[config.mk]
export PLATFORM = sky130hd
export DESIGN_NAME = mem_stage
export DESIGN_NICKNAME = d
export VERILOG_FILES = /design/src/rtl/mem_stage.sv
export SDC_FILE = /design/constraint.sdc
export NUM_CORES = 2
export LEC_CHECK = 0
export BUFFER_PORTS_ARGS = -buffer_cell sky130_fd_sc_hd__buf_2
export CAP_MARGIN = 20
export CORE_MARGIN = 2
export CORE_UTILIZATION = 55
export DETAILED_ROUTE_END_ITERATION = 16
export PLACE_DENSITY = 0.68
export SETUP_SLACK_MARGIN = 0.15
export SYNTH_ARGS = -nofsm -noshare
export SYNTH_HDL_FRONTEND = slang
export SYNTH_SLANG_ARGS = --single-unit
[constraint.sdc]
create_clock -name clk -period 5.1 [get_ports clk]
set_input_delay 0 -clock clk [delete_from_list [all_inputs] [get_ports clk]]
set_output_delay 0 -clock clk [all_outputs]
set_load 0.05 [all_outputs]
[src/rtl/mem_stage.sv]
// mem_stage: pipeline memory stage with a word-addressed data memory and
// configurable wait states. Freezes upstream while an access is in flight and
// registers results into the MEM/WB boundary.
// Optional macro MEM_ERR_EN adds a registered mem_err pulse for out-of-range
// or misaligned accesses (misaligned accesses are then dropped / read as 0).
module mem_stage #(
    parameter int WORD_LEN    = 32,
    parameter int DEPTH       = 64,
    parameter int BASE_ADDR   = 1024,
    parameter int WAIT_CYCLES = 2
) (
    input  logic                clk,
    input  logic                rst,
    input  logic                MEM_R_EN,
    input  logic                MEM_W_EN,
    input  logic                WB_en_in,
    input  logic [4:0]          dest_in,
    input  logic [WORD_LEN-1:0] ALU_res,
    input  logic [WORD_LEN-1:0] ST_value,
    output logic                freeze,
    output logic [WORD_LEN-1:0] ALU_res_out,
    output logic [WORD_LEN-1:0] MEM_result_out,
    output logic [4:0]          dest_out,
    output logic                WB_en_out,
    output logic                MEM_R_EN_out
`ifdef MEM_ERR_EN
    ,
    output logic                mem_err
`endif
);

    localparam int IDX_W = (DEPTH > 1) ? $clog2(DEPTH) : 1;
    localparam int CNT_W = (WAIT_CYCLES > 3) ? $clog2(WAIT_CYCLES + 1) : 2;

    localparam logic [WORD_LEN-1:0] LP_BASE     = WORD_LEN'(BASE_ADDR);
    localparam logic [WORD_LEN-1:0] LP_DEPTH    = WORD_LEN'(DEPTH);
    localparam logic [CNT_W-1:0]    LP_CNT_LOAD =
        (WAIT_CYCLES > 0) ? CNT_W'(WAIT_CYCLES - 1) : '0;

    typedef enum logic {
        IDLE,
        BUSY
    } state_t;

    state_t              r_state;
    state_t              w_state_next;
    logic [CNT_W-1:0]    r_cnt;
    logic [CNT_W-1:0]    w_cnt_next;

    logic                w_mem_op;
    logic                w_load;
    logic                w_freeze;
    logic                w_access;
    logic                w_bubble;

    logic [WORD_LEN-1:0] w_word;
    logic [IDX_W-1:0]    w_idx;
    logic                w_in_range;
    logic                w_addr_ok;

    logic [WORD_LEN-1:0] r_mem [DEPTH];

    logic [WORD_LEN-1:0] r_alu_res;
    logic [WORD_LEN-1:0] r_mem_result;
    logic [4:0]          r_dest;
    logic                r_wb_en;
    logic                r_mem_r_en;

    // A simultaneous read and write request is a store.
    assign w_mem_op = MEM_R_EN | MEM_W_EN;
    assign w_load   = MEM_R_EN & ~MEM_W_EN;

    // Full-width word offset so that anything below BASE_ADDR (which wraps to a
    // huge value) or past the array end fails the range check.
    assign w_word     = (ALU_res - LP_BASE) >> 2;
    assign w_idx      = w_word[IDX_W-1:0];
    assign w_in_range = (ALU_res >= LP_BASE) && (w_word < LP_DEPTH);

`ifdef MEM_ERR_EN
    assign w_addr_ok = w_in_range && (ALU_res[1:0] == 2'b00);
`else
    assign w_addr_ok = w_in_range;
`endif

    assign freeze = w_freeze;

    // Wait-state FSM register.
    always_ff @(posedge clk) begin
        if (rst) begin
            r_state <= IDLE;
            r_cnt   <= '0;
        end else begin
            r_state <= w_state_next;
            r_cnt   <= w_cnt_next;
        end
    end

    // Next state, freeze, completion strobe and bubble control.
    always_comb begin
        w_state_next = r_state;
        w_cnt_next   = r_cnt;
        w_freeze     = 1'b0;
        w_access     = 1'b0;
        w_bubble     = 1'b0;
        case (r_state)
            IDLE: begin
                if (w_mem_op) begin
                    if (WAIT_CYCLES == 0) begin
                        w_access = 1'b1;
                    end else begin
                        w_freeze     = 1'b1;
                        w_bubble     = 1'b1;
                        w_cnt_next   = LP_CNT_LOAD;
                        w_state_next = BUSY;
                    end
                end
            end
            BUSY: begin
                if (r_cnt != '0) begin
                    w_freeze   = 1'b1;
                    w_bubble   = 1'b1;
                    w_cnt_next = r_cnt - 1'b1;
                end else begin
                    w_access     = w_mem_op;
                    w_state_next = IDLE;
                end
            end
            default: w_state_next = IDLE;
        endcase
    end

    // Data memory write port; contents survive reset, but reset cancels a
    // store completing on the same edge.
    always_ff @(posedge clk) begin
        if (!rst && w_access && MEM_W_EN && w_addr_ok) begin
            r_mem[w_idx] <= ST_value;
        end
    end

    // MEM/WB boundary register; a bubble clears only the write-back controls.
    // Load data is read before any same-edge write.
    always_ff @(posedge clk) begin
        if (rst) begin
            r_alu_res    <= '0;
            r_mem_result <= '0;
            r_dest       <= '0;
            r_wb_en      <= 1'b0;
            r_mem_r_en   <= 1'b0;
        end else if (w_bubble) begin
            r_wb_en    <= 1'b0;
            r_mem_r_en <= 1'b0;
        end else begin
            r_alu_res    <= ALU_res;
            r_dest       <= dest_in;
            r_wb_en      <= WB_en_in;
            r_mem_r_en   <= w_load;
            r_mem_result <= (w_access && w_load && w_addr_ok) ? r_mem[w_idx] : '0;
        end
    end

`ifdef MEM_ERR_EN
    logic r_mem_err;

    // One-cycle error flag following a completed bad-address access.
    always_ff @(posedge clk) begin
        if (rst) begin
            r_mem_err <= 1'b0;
        end else begin
            r_mem_err <= w_access && !w_addr_ok;
        end
    end

    assign mem_err = r_mem_err;
`endif

    assign ALU_res_out    = r_alu_res;
    assign MEM_result_out = r_mem_result;
    assign dest_out       = r_dest;
    assign WB_en_out      = r_wb_en;
    assign MEM_R_EN_out   = r_mem_r_en;

endmodule

Yosys cells after proc, flatten, opt, wreduce, memory -nomap -nowiden
Memory sizes are Yosys's and may differ from the RTL's.
Index checks and enable logic that the tools add are counted.
Widths: inputs -> output; s select.
{"block": "word_totals", "wordCells": 39, "memories": 1, "regBits": 74, "input_bits": 74, "ramBits": 2048, "out_inout_bits": 72}
{"block": "op_classes", "mux": 11, "eq_ne": 2, "reduce_logical": 10, "n_lt_le_gt_ge": 2, "n_bitwise": 4, "n_addsub": 2}
{"name": "r_mem", "words": 64, "width": 32, "read_ports": 1, "rd_clocked_by_memory_dff": 0, "wr": 1, "line": "61", "text": "logic [WORD_LEN-1:0] r_mem [DEPTH];"}
{"op": "$ge 32x11->1 const B", "n": 1}
{"op": "$mux 32", "n": 1}
{"op": "$sub 32x11->32 const B", "n": 1}
{"op": "$lt 30x7->1 const B", "n": 1}
{"op": "$logic_and 1x1->1", "n": 6}
{"op": "$mux 1", "n": 6}
{"op": "$mux 2", "n": 2}
{"op": "$pmux 2 s2", "n": 1}
{"op": "$ne 2x1->1 const B", "n": 1}
{"op": "$ne 2x2->1 const B", "n": 1}
{"op": "$not 1->1", "n": 2}
{"op": "$pmux 1 s2", "n": 1}
{"op": "$reduce_and 2->1", "n": 1}
{"op": "$reduce_bool 2->1", "n": 1}
{"op": "$reduce_or 2->1", "n": 1}
{"op": "$sub 2x1->2 const B", "n": 1}
{"op": "$and 1x1->1", "n": 1}
{"op": "$logic_not 1->1", "n": 1}
{"op": "$or 1x1->1", "n": 1}

Longest topological paths before layout
{"block": "depth", "word_depth": 8, "depth_mapped": 11, "depth_no_buf": 8}

Worst setup path after synthesis
No wires, ideal clock.
{"block": "synth_path", "path_type": "register to register", "startpoint": "register r_cnt[0]", "endpoint": "memory r_mem[11][0], enable pin", "setup_time_ns": 0.421, "t_required_ns": 4.679, "n_path_buf": 0, "period_less_slack_ns": 3.772, "arrival_ns": 3.351, "slack_ns": 1.328, "path_stages_with_launch": 9, "cell_sequence": "dfxtp_1 -> inv_1 -> ha_1 -> nor4bb_1 -> nand4bb_4 -> nor4b_4 -> and4b_1 -> nand3_1 -> nor2_1"}
{"block": "synth_between", "elab_chain_cells": 8}
{"element": "start: declaration", "line": "47", "text": "logic [CNT_W-1:0] r_cnt;"}
{"element": "start signal: assignment", "line": "94", "text": "r_cnt <= w_cnt_next;"}
{"element": "$reduce_bool 2->1", "line": "119", "text": "if (r_cnt != '0) begin"}
{"element": "$mux 1", "line": "119"}
{"element": "$mux 1", "line": "105", "text": "case (r_state)"}
{"element": "$logic_and 1x1->1 (3 in a row)", "line": "135", "text": "if (!rst && w_access && MEM_W_EN && w_addr_ok) begin"}
{"element": "$mux 1", "line": "135"}
{"element": "$mux 1 (implied by the code)", "line": "136", "text": "r_mem[w_idx] <= ST_value;"}
{"element": "end: declaration", "line": "61"}
Every way passes these cells.

Final worst setup path
{"block": "layout_path", "startpoint": "register r_cnt[0]", "endpoint": "memory r_mem[19][3], enable pin"}
The elaborated chain is that of the path after synthesis.

==> out/results.tsv <==
stage	metric	value	unit
flow_run	max_cap viols	0	
finish	Final #Nets	5027	
sta	Worst Skew	41.9	ps
synthesis	Cell variety after synth	78	
worst_setup_path	CP Capture Point	r_mem[19][3]	
synthesis	Yosys warnings	0	
clock_network	CTS Buffer Depth	3	
synthesis	Syn Area/Cell	18.1	um2
sta	final setup vio count	0	
worst_setup_path	CP arrival	4720	ps
sta	normalized max-slew margin	6.98	%
routing	Post-route DRC	0	
clock_network	CTS Buf Count	204	
floorplanning	Die Y	389	um
clock_network	H-tree depth	4	
pwr	VDD IR max	353	uV
worst_setup_path	Worst R2R End	r_mem[19][3]	
clock_network	# resized after CTS	0	
routing	first drt pass iteration count	6	
grt	total track usage	34.7	%
sta	Slew Limit Fails	0	
finish	Finished Cell Area	94200	um2
place	port bufs	145	
sta	Fmax	235	MHz
finish	Area Overhead vs Synth	15.7	%
place	Detailed Place HPWL	151000	um
synthesis	post-synthesis instance total	4499	
sta	Final Cycle Share	83.6	%
synthesis	Most used DFF post-synth	edfxtp_1	
synthesis	Post-Syn Nets	4574	
grt	initial antenna violation count	9	
status	status	complete, no violations	
floorplanning	core area	147000	um2
sta	Slew @ Worst Pin	1380	ps
worst_setup_path	Crit Path Max Fanout	32	
floorplanning	I/O Pins	146	
worst_setup_path	R2R Setup Slk	840	ps
synthesis	sequential-to-total area share from yosys stat	77.3	%
floorplanning	row count	141	
floorplanning	Starting Density	55.3	%
pwr	total power	36.2	mW
routing	WL per Instance	37.3	um
floorplanning	Die ar.	151000	um2
finish	fill count	10000	
place	placed cell area	86000	um2
grt	number of global-route vias before repair	47100	
synthesis	number of synthesized register bits	2122	
finish	commonest non-fill, non-tap cell in the layout	edfxtp_1	
floorplanning	Die X	389	um
clock_network	CTS tree	yes	
clock_network	Worst-Skew Late Latency	860	ps
grt	first-pass GRT wire length	365000	um
pwr	Pwr Density	384	nW/um2
worst_setup_path	reg2reg start	r_cnt[0]	
sta	RSZ-0062 raised after global routing	false	
routing	Vias/cell	6.98	
finish	layout cells sized above 1	22.0	%
worst_setup_path	CP Launch Type	register	
finish	most frequent cells in the layout	edfxtp_1, o22ai_1, mux2i_1	
sta	Fin. Hold Viols	0	
worst_setup_path	WS Path Type	register to register	
min_path	Hold Crit Class	primary input to register	
worst_setup_path	Worst Path Required	5560	ps
pwr	Pleak	30.5	nW
grt	largest net degree at the start of global routing	111	
synthesis	Post-Synthesis Cell Area	81500	um2
sta	Setup TNS	0	ps
synthesis	fraction of registers with async set/reset	0	%
worst_setup_path	endpoint class of the critical path	register	
routing	DR iter-0 viols	8563	
sta	Hold Slack	85.4	ps
sta	Min Clock Period, post-route	4260	ps
routing	via count	49300	
routing	final WL	263000	um
finish	area of the multi-input gates	17600	um2
clock_network	clk slew on worst S/H paths	70	ps
routing	antenna-violating nets left	0	
worst_setup_path	Worst Reg-to-Reg Cells	10	
finish	Reg area	63000	um2
synthesis	EDFF count, synth	2048	
worst_setup_path	Critical Path Start	r_cnt[0]	
clock_network	clk sink count	2122	
grt	total congestion overflow	0	
place	GPL Wtd Cong	0.899	
clock_network	Root Buffer	clkbuf_16	
[metrics by stage]
step | cells | util [%] | setup slack [ps]
final | 7067 | 64.0 | 838
after global routing | 7062 | 64.0 | 732
after detailed placement | 6504 | 58.4 | 1000
after floorplan | 4499 | - | 1330
after global placement | 6500 | 58.3 | 1060
after CTS | 7060 | 63.9 | 969
[area by class of cell]
class	count	share of cell area [%]
antenna	5	0.0133
inverter	17	0.0770
tap	1930	2.56
timing repair buffer	555	5.02
clock buffer	253	5.61
clock inverter	133	1.22
sequential	2122	66.8
multi-input combinational	2052	18.7
[registers in the layout, indices dropped and copies added, names as in the netlist]
register and cells:
r_cnt 2, r_mem 2048, MEM_R_EN_out 1, r_state 1, MEM_result_out 32, dest_out 5
WB_en_out 1, ALU_res_out 32
[power by group]
| part | internal, mW | total, mW | switching (mW) | leakage [nW] |
|---|---|---|---|---|
| Clock | 8.06 | 14.7 | 6.61 | 3.13 |
| Combinational | 0.700 | 2.36 | 1.66 | 8.36 |
| Sequential | 19.1 | 19.1 | 0.0213 | 19.0 |
| Total | 27.9 | 36.2 | 8.29 | 30.5 |
[routing by layer]
layer  track usage, %  wire length [um]  part of all wire [%]
met1             47.2             93400                    35
met2             51.0            117000                    44
met3             8.79             34600                    13
met4             20.7             18700                   7.1
met5                0                31                 0.012
[worst max-delay path: stages (launching register included)]
cell       delay [ps]
dfxtp_1           330
inv_1              70
ha_1              210
nor4bb_1          510
nand4bb_4         180
nor4b_4           460
and4b_1           470
nand3_1           570
buf_4             400
nor2_4            120
buf_4             470
[worst min path at each step]
stage                endpoint  slack, ps   startpoint  cells after the start
2_1_floorplan     r_mem[0][0]        100  ST_value[0]                      0
3_3_place_gp      dest_out[3]        250   dest_in[3]                      3
3_5_place_dp   ALU_res_out[1]        250   ALU_res[1]                      3
4_1_cts        ALU_res_out[4]         10   ALU_res[4]                      4
5_1_grt          MEM_R_EN_out         70     MEM_W_EN                      3
6_report         MEM_R_EN_out         90     MEM_W_EN                      3
[cells by family (layout without fill, tap and decap cells)]
logic type / after synthesis / after routing / synth area share, %
DFF: 2122 / 2122 / 77.3
AOI/OAI and AO/OA: 955 / 955 / 8.31
muxes: 581 / 581 / 9.61
and+or+nand+nor: 513 / 513 / 2.85
buffers and inverters: 325 / 958 / 1.88
xor gates and xnor gates: 2 / 2 / 0.0215
adders and majority gates: 1 / 1 / 0.0154
other: 0 / 5 / 0
[cell usage after synthesis (all sizes together), types with 12 or more instances]
cell type / instances / area (um2)
a211oi: 43 / 323
a21oi: 130 / 651
a221oi: 40 / 350
a222oi: 18 / 180
a22o: 18 / 158
a22oi: 61 / 458
a2bb2oi: 36 / 315
buf: 180 / 983
clkbuf: 128 / 480
dfxtp: 74 / 1480
edfxtp: 2048 / 61500
inv: 15 / 56.3
mux2: 211 / 2380
mux2i: 230 / 2300
mux4: 140 / 3150
nand2: 212 / 796
nand2b: 12 / 75.1
nand3: 19 / 100
nor2: 164 / 616
nor2b: 39 / 244
nor3: 12 / 60.1
o21ai: 107 / 536
o221ai: 135 / 1180
o22a: 12 / 105
o22ai: 235 / 1470
o31ai: 20 / 150
[what timing repair did]
item,CTS,global route
hold buffers,170,0
endpoints found under the setup margin,0,0
setup buffers,0,0
hold endpoints to repair,2104,0
No activity file was read; power rests on OpenSTA's default activity.
